[src/rtl/xy_step_generator.sv]
// xy_step_generator
//   Two-axis step/direction pulse generator with signed 32-bit position
//   tracking. Each axis runs an identical IDLE/SETUP/HIGH/LOW machine.
//
//   Parameters
//     PERIOD_SCALE : clock cycles per speed unit, period P = (256 - spd) * PERIOD_SCALE
//     PULSE_WIDTH  : cycles step is held high (1 <= PULSE_WIDTH < PERIOD_SCALE)
//     DIR_SETUP    : cycles dir is stable before the first step after start/reversal (>= 1)
//
//   Ports
//     clock, ctrl_reset          : clock and synchronous active-high reset
//     xSpeed/ySpeed [31:0]       : bits [7:0] = spd, 0 stops the axis
//     xDirection/yDirection [31:0]: bit 0 = direction, 1 counts up
//     zero_position              : clears both positions on the next edge
//     x_step/y_step, x_dir/y_dir : driver outputs
//     x_moving/y_moving          : axis machine not idle
//     currentX/currentY [31:0]   : two's complement step positions
//
//   Handshake: none. Speed/direction words are levels sampled only at period
//   boundaries (IDLE, or the last LOW cycle), never mid-period.

module xy_step_axis #(
  parameter int PERIOD_SCALE = 1000,
  parameter int PULSE_WIDTH  = 100,
  parameter int DIR_SETUP    = 50
) (
  input  logic        clock,
  input  logic        ctrl_reset,
  input  logic [7:0]  i_spd,
  input  logic        i_dir,
  input  logic        i_zero,
  output logic        o_step,
  output logic        o_dir,
  output logic [1:0]  o_state,
  output logic [31:0] o_pos
);

  typedef enum logic [1:0] {
    S_IDLE  = 2'd0,
    S_SETUP = 2'd1,
    S_HIGH  = 2'd2,
    S_LOW   = 2'd3
  } state_t;

  // Counter reload values: a phase of N cycles loads N-1 and ends at zero.
  localparam logic [31:0] SETUP_LOAD = 32'(DIR_SETUP - 1);
  localparam logic [31:0] HIGH_LOAD  = 32'(PULSE_WIDTH - 1);
  localparam logic [31:0] PW_PLUS1   = 32'(PULSE_WIDTH + 1);

  state_t      r_state, w_next_state;
  logic [31:0] r_cnt, w_next_cnt;
  logic [31:0] r_period, w_next_period;
  logic [31:0] w_new_period;
  logic [31:0] r_pos;
  logic        r_dir, w_next_dir;
  logic        w_step_rise;

  assign w_new_period = (32'd256 - {24'd0, i_spd}) * 32'(PERIOD_SCALE);

  always_comb begin
    w_next_state  = r_state;
    w_next_cnt    = r_cnt;
    w_next_period = r_period;
    w_next_dir    = r_dir;
    w_step_rise   = 1'b0;
    case (r_state)
      S_IDLE: begin
        if (i_spd != 8'd0) begin
          w_next_period = w_new_period;
          w_next_dir    = i_dir;
          w_next_cnt    = SETUP_LOAD;
          w_next_state  = S_SETUP;
        end
      end
      S_SETUP: begin
        if (r_cnt == 32'd0) begin
          w_next_cnt   = HIGH_LOAD;
          w_next_state = S_HIGH;
          w_step_rise  = 1'b1;
        end else begin
          w_next_cnt = r_cnt - 32'd1;
        end
      end
      S_HIGH: begin
        if (r_cnt == 32'd0) begin
          // LOW fills the remainder of the period: P - PULSE_WIDTH cycles.
          w_next_cnt   = r_period - PW_PLUS1;
          w_next_state = S_LOW;
        end else begin
          w_next_cnt = r_cnt - 32'd1;
        end
      end
      S_LOW: begin
        if (r_cnt == 32'd0) begin
          // Period boundary: the only point where speed/direction are resampled.
          if (i_spd == 8'd0) begin
            w_next_state = S_IDLE;
          end else if (i_dir != r_dir) begin
            w_next_dir    = i_dir;
            w_next_period = w_new_period;
            w_next_cnt    = SETUP_LOAD;
            w_next_state  = S_SETUP;
          end else begin
            w_next_period = w_new_period;
            w_next_cnt    = HIGH_LOAD;
            w_next_state  = S_HIGH;
            w_step_rise   = 1'b1;
          end
        end else begin
          w_next_cnt = r_cnt - 32'd1;
        end
      end
      default: w_next_state = S_IDLE;
    endcase
  end

  always_ff @(posedge clock) begin
    if (ctrl_reset) begin
      r_state  <= S_IDLE;
      r_cnt    <= 32'd0;
      r_period <= 32'd0;
      r_dir    <= 1'b0;
      r_pos    <= 32'd0;
    end else begin
      r_state  <= w_next_state;
      r_cnt    <= w_next_cnt;
      r_period <= w_next_period;
      r_dir    <= w_next_dir;
      // Zeroing wins over a step landing on the same edge. The direction of a
      // rising step is always the already-latched one.
      if (i_zero) begin
        r_pos <= 32'd0;
      end else if (w_step_rise) begin
        r_pos <= r_dir ? (r_pos + 32'd1) : (r_pos - 32'd1);
      end
    end
  end

  assign o_step  = (r_state == S_HIGH);
  assign o_dir   = r_dir;
  assign o_state = r_state;
  assign o_pos   = r_pos;

endmodule

module xy_step_generator #(
  parameter int PERIOD_SCALE = 1000,
  parameter int PULSE_WIDTH  = 100,
  parameter int DIR_SETUP    = 50
) (
  input  logic        clock,
  input  logic        ctrl_reset,
  input  logic [31:0] xSpeed,
  input  logic [31:0] xDirection,
  input  logic [31:0] ySpeed,
  input  logic [31:0] yDirection,
  input  logic        zero_position,
  output logic        x_step,
  output logic        x_dir,
  output logic        y_step,
  output logic        y_dir,
  output logic        x_moving,
  output logic        y_moving,
  output logic [31:0] currentX,
  output logic [31:0] currentY
);

  logic [1:0] w_x_state;
  logic [1:0] w_y_state;

  // Only spd bits [7:0] and direction bit 0 carry meaning.
  logic w_unused;
  assign w_unused = &{1'b0, xSpeed[31:8], xDirection[31:1], ySpeed[31:8], yDirection[31:1]};

  xy_step_axis #(
    .PERIOD_SCALE(PERIOD_SCALE), .PULSE_WIDTH(PULSE_WIDTH), .DIR_SETUP(DIR_SETUP)
  ) u_x_axis (
    .clock(clock), .ctrl_reset(ctrl_reset), .i_spd(xSpeed[7:0]), .i_dir(xDirection[0]),
    .i_zero(zero_position), .o_step(x_step), .o_dir(x_dir), .o_state(w_x_state), .o_pos(currentX)
  );

  xy_step_axis #(
    .PERIOD_SCALE(PERIOD_SCALE), .PULSE_WIDTH(PULSE_WIDTH), .DIR_SETUP(DIR_SETUP)
  ) u_y_axis (
    .clock(clock), .ctrl_reset(ctrl_reset), .i_spd(ySpeed[7:0]), .i_dir(yDirection[0]),
    .i_zero(zero_position), .o_step(y_step), .o_dir(y_dir), .o_state(w_y_state), .o_pos(currentY)
  );

  // State code 0 is IDLE in the axis machine.
  assign x_moving = (w_x_state != 2'd0);
  assign y_moving = (w_y_state != 2'd0);

endmodule
[config.mk]
export PLATFORM = sky130hd
export DESIGN_NAME = xy_step_generator
export DESIGN_NICKNAME = d
export VERILOG_FILES = /design/src/rtl/xy_step_generator.sv
export SDC_FILE = /design/constraint.sdc
export NUM_CORES = 1
export LEC_CHECK = 0
export BUFFER_PORTS_ARGS = -buffer_cell sky130_fd_sc_hd__buf_4
export CAP_MARGIN = 10
export CORE_MARGIN = 3
export CORE_UTILIZATION = 25
export CTS_CLUSTER_SIZE = 20
export DETAILED_ROUTE_END_ITERATION = 10
export SLEW_MARGIN = 10
export SYNTH_ARGS = -nofsm -noshare
export SYNTH_HDL_FRONTEND = slang
export SYNTH_HIERARCHICAL = 1
export SYNTH_SLANG_ARGS = --single-unit
[constraint.sdc]
create_clock -name clock -period 5.8 [get_ports clock]
set_input_delay 0.29 -clock clock [delete_from_list [all_inputs] [get_ports clock]]
set_output_delay 0.29 -clock clock [all_outputs]
set_load 0.05 [all_outputs]
==> flow_summary.json <==
{
  "regArea_mm2": 0.00340,
  "grt_pass1_vias": 13300,
  "die-width_um": 249,
  "diodes": 0,
  "slew_violations": 0,
  "worstMarginPinSlew_ns": 1.16,
  "num_rows": 88,
  "drive_above_1_share": 0.0961,
  "setup_viol": 0,
  "async_flop_share": 0,
  "dpl_cell_area_mm2": 0.0162,
  "status": "complete, no violations",
  "dr_total_vias": 13900,
  "clk_pin_slew_worst_paths_ns": 0.07,
  "multi_input_area_mm2": 0.0106,
  "synth_nets": 2230,
  "hold_depth": 3,
  "layout_common_cells": "nand2_1 (252), a21oi_1 (201), dfxtp_1 (170)",
  "cp_max_fo": 8,
  "drc": 0,
  "ios": 201,
  "r2r-end": "u_y_axis/o_pos[20]",
  "swShare": 0.503,
  "cts_made_buffers": 17,
  "start_kind": "primary input",
  "fp.coreArea_mm2": 0.0580,
  "cts_sinks": 170,
  "cp_data_required_time_ns": 6.14,
  "pwr-share-seq": 0.202,
  "initial_core_util": 0.254,
  "clkPwrFrac": 0.130,
  "ys_ff_latch": 170,
  "mostFrequentLayoutCell": "nand2_1",
  "ys_dominant_reg_cell": "dfxtp_1",
  "reg2reg_slack_ns": 1.62,
  "cts_resized": 0,
  "rsz0062_at_grt": "false",
  "hold_violations": 0,
  "clockRootBuffer": "clkbuf_16",
  "synth_edf_count": 0,
  "totalWireLength_mm": 40.4,
  "combPwrFrac": 0.668,
  "cts_max_level": 4,
  "first_pass_iters": 5,
  "synth_top_area_cell": "dfxtp_1",
  "synth.top_cell.area_share": 0.231,
  "grt_max_degree": 86,
  "hold_path_end": "u_y_axis/o_dir",
  "finalSetupTns_ns": 0,
  "power_leakage_nw": 7.13,
  "clockBufferDepth": 2,
  "portBuffers": 90,
  "crit_arrival_ns": 5.26,
  "grt.overflow.total": 0,
  "die_area_mm2": 0.0619,
  "hold_class": "in -> reg",
  "finalCriticalPeriod_ns": 4.92,
  "synth_warnings": 6,
  "nets": 2287,
  "synth_cell_types": 84,
  "slew_headroom": 0.219,
  "post-route-cell-area_mm2": 0.0168,
  "cp-end-kind": "flip-flop",
  "dieHeight_um": 249,
  "p_sw_w": 0.00432,
  "cts_setup_buffers": 0,
  "p_int_w": 0.00427,
  "p_per_area_mw_per_mm2": 512,
  "place_hpwl_mm": 30.4,
  "nFillCells": 6273,
  "synthTopCellsByArea": "dfxtp_1 (23%), ha_1 (12%), a21oi_1 (6.9%)",
  "synth_area_per_cell_um2": 7.69,
  "routedWlPerCell_um": 14.7,
  "syn2layout_area_growth_pct": 13.8,
  "synth_area_mm2": 0.0147,
  "fmax_mhz": 203,
  "grt_pass1_wl_mm": 67.1,
  "path_class": "in -> reg",
  "hold_path_startpoint": "yDirection[0]",
  "cts_tree": "yes",
  "reg2regPathDepth": 11,
  "drv_cap": 0,
  "yosysSeqAreaShare": 0.231,
  "fin_skew_ns": 0.0101,
  "grt.total_usage": 0.128,
  "hold_buffers": 0,
  "antenna_found_initial": 0,
  "first_iter_violations": 742,
  "syn_inst": 1918,
  "finalCritPeriodShare": 0.848,
  "vdd_drop_max_mv": 0.213,
  "final_antenna_net_count": 0,
  "viasPerCell": 5.05,
  "gp_congestion": 0.891,
  "clock_latency_ns": 0.45,
  "r2r_start": "u_y_axis/r_cnt[0]"
}
-- flip-flops by register name, indices dropped and copies added (netlist names) --
register           count
u_x_axis/o_pos        32
u_x_axis/r_cnt        32
u_y_axis/o_pos        32
u_y_axis/r_cnt        32
u_x_axis/r_period     18
u_y_axis/r_period     18
u_x_axis/o_state       2
u_y_axis/o_state       2
u_x_axis/o_dir         1
u_y_axis/o_dir         1
-- synth_stat cells (8+ instances only) --
library cell  number
a211oi_1          24
a21o_1            34
a21oi_1          202
a22oi_1            8
a31oi_1           15
and3_1            19
buf_2             17
clkbuf_1          54
dfxtp_1          170
fa_1              39
ha_1             142
inv_1             96
nand2_1          252
nand2b_1          16
nand3_1           44
nand3b_1          16
nand4_1           10
nor2_1           144
nor2b_1           10
nor3_1            67
nor4_1            27
o211ai_1          21
o21a_1            14
o21ai_0          126
o21ai_1           12
o21bai_1           9
o31ai_1            9
or2_2             12
or3_1             29
or4_1             15
xnor2_1           82
xor2_1            53
-- per-layer routing --
layer	global-route usage	vias up	part of all wire
met5	0	-	0
met4	0.0419	0	0.019
met3	0.0190	52	0.039
met2	0.215	290	0.47
met1	0.168	6551	0.47
li1	-	7004	-
-- power by group through the flow --
stage	Clock, W	Combinational [W]	Sequential (W)
final	0.00111	0.00574	0.00173
after global routing	0.00119	0.00648	0.00178
after global placement	0	0.00561	0.00174
after floorplan	0	0.00442	0.00182
after detailed placement	0	0.00568	0.00175
after CTS	0.00116	0.00573	0.00173
-- per-stage QoR --
stage | instances | worst slack (ns) | power [W] | utilization | hold WS [ns]
CTS | 2753 | 0.893 | 0.00861 | 0.289 | 0.0905
finish | 2753 | 0.883 | 0.00859 | 0.289 | 0.129
global placement | 2721 | 0.436 | 0.00735 | 0.280 | 0.443
floorplan | 1918 | 0.683 | 0.00624 | - | 0.426
global route | 2753 | 0.396 | 0.00945 | 0.289 | 0.125
detailed placement | 2721 | 0.395 | 0.00744 | 0.280 | 0.448
-- worst max-delay path, stage by stage --
cell and delay [ns]:
buf_4 0.14, inv_1 0.08, ha_1 0.22, xnor2_1 0.25, buf_4 0.21, xor2_1 0.22
ha_1 0.27, inv_1 0.08, fa_1 0.44, fa_1 0.49, fa_1 0.51, inv_1 0.05
ha_1 0.32, or2_2 0.30, a41oi_1 0.30, nor2b_1 0.08, o21a_1 0.19, o41a_1 0.34
a31oi_1 0.22, xor2_1 0.16, o21ai_0 0.10
-- worst max path at each step --
stage | end | slack (ns) | startpoint
global placement | u_x_axis/r_period[19] | 0.44 | xSpeed[0]
floorplan | u_x_axis/r_period[19] | 0.68 | xSpeed[0]
finish | u_x_axis/r_period[19] | 0.88 | xSpeed[0]
global route | u_x_axis/r_period[20] | 0.40 | xSpeed[0]
detailed placement | u_x_axis/r_period[19] | 0.39 | xSpeed[0]
CTS | u_x_axis/r_period[19] | 0.89 | xSpeed[0]
-- kinds of logic after synthesis --
kind of cell / Yosys count / synth area share
DFF: 170 / 0.231
and+or+nand+nor: 701 / 0.233
xor gates and xnor gates: 135 / 0.0802
AOI/OAI and AO/OA: 552 / 0.231
buffers and inverters: 176 / 0.0491
adders and majority gates: 181 / 0.173
muxes: 3 / 0.00212
-- area by class of cell --
type                            count  share of cell area
Multi-Input combinational cell   1572               0.633
Sequential cell                   170               0.203
Tap cell                          765              0.0571
Timing Repair Buffer              117              0.0524
Clock buffer                       18              0.0262
Inverter                           97              0.0218
Clock inverter                     14             0.00657
Power figures use the tool's default switching activity.
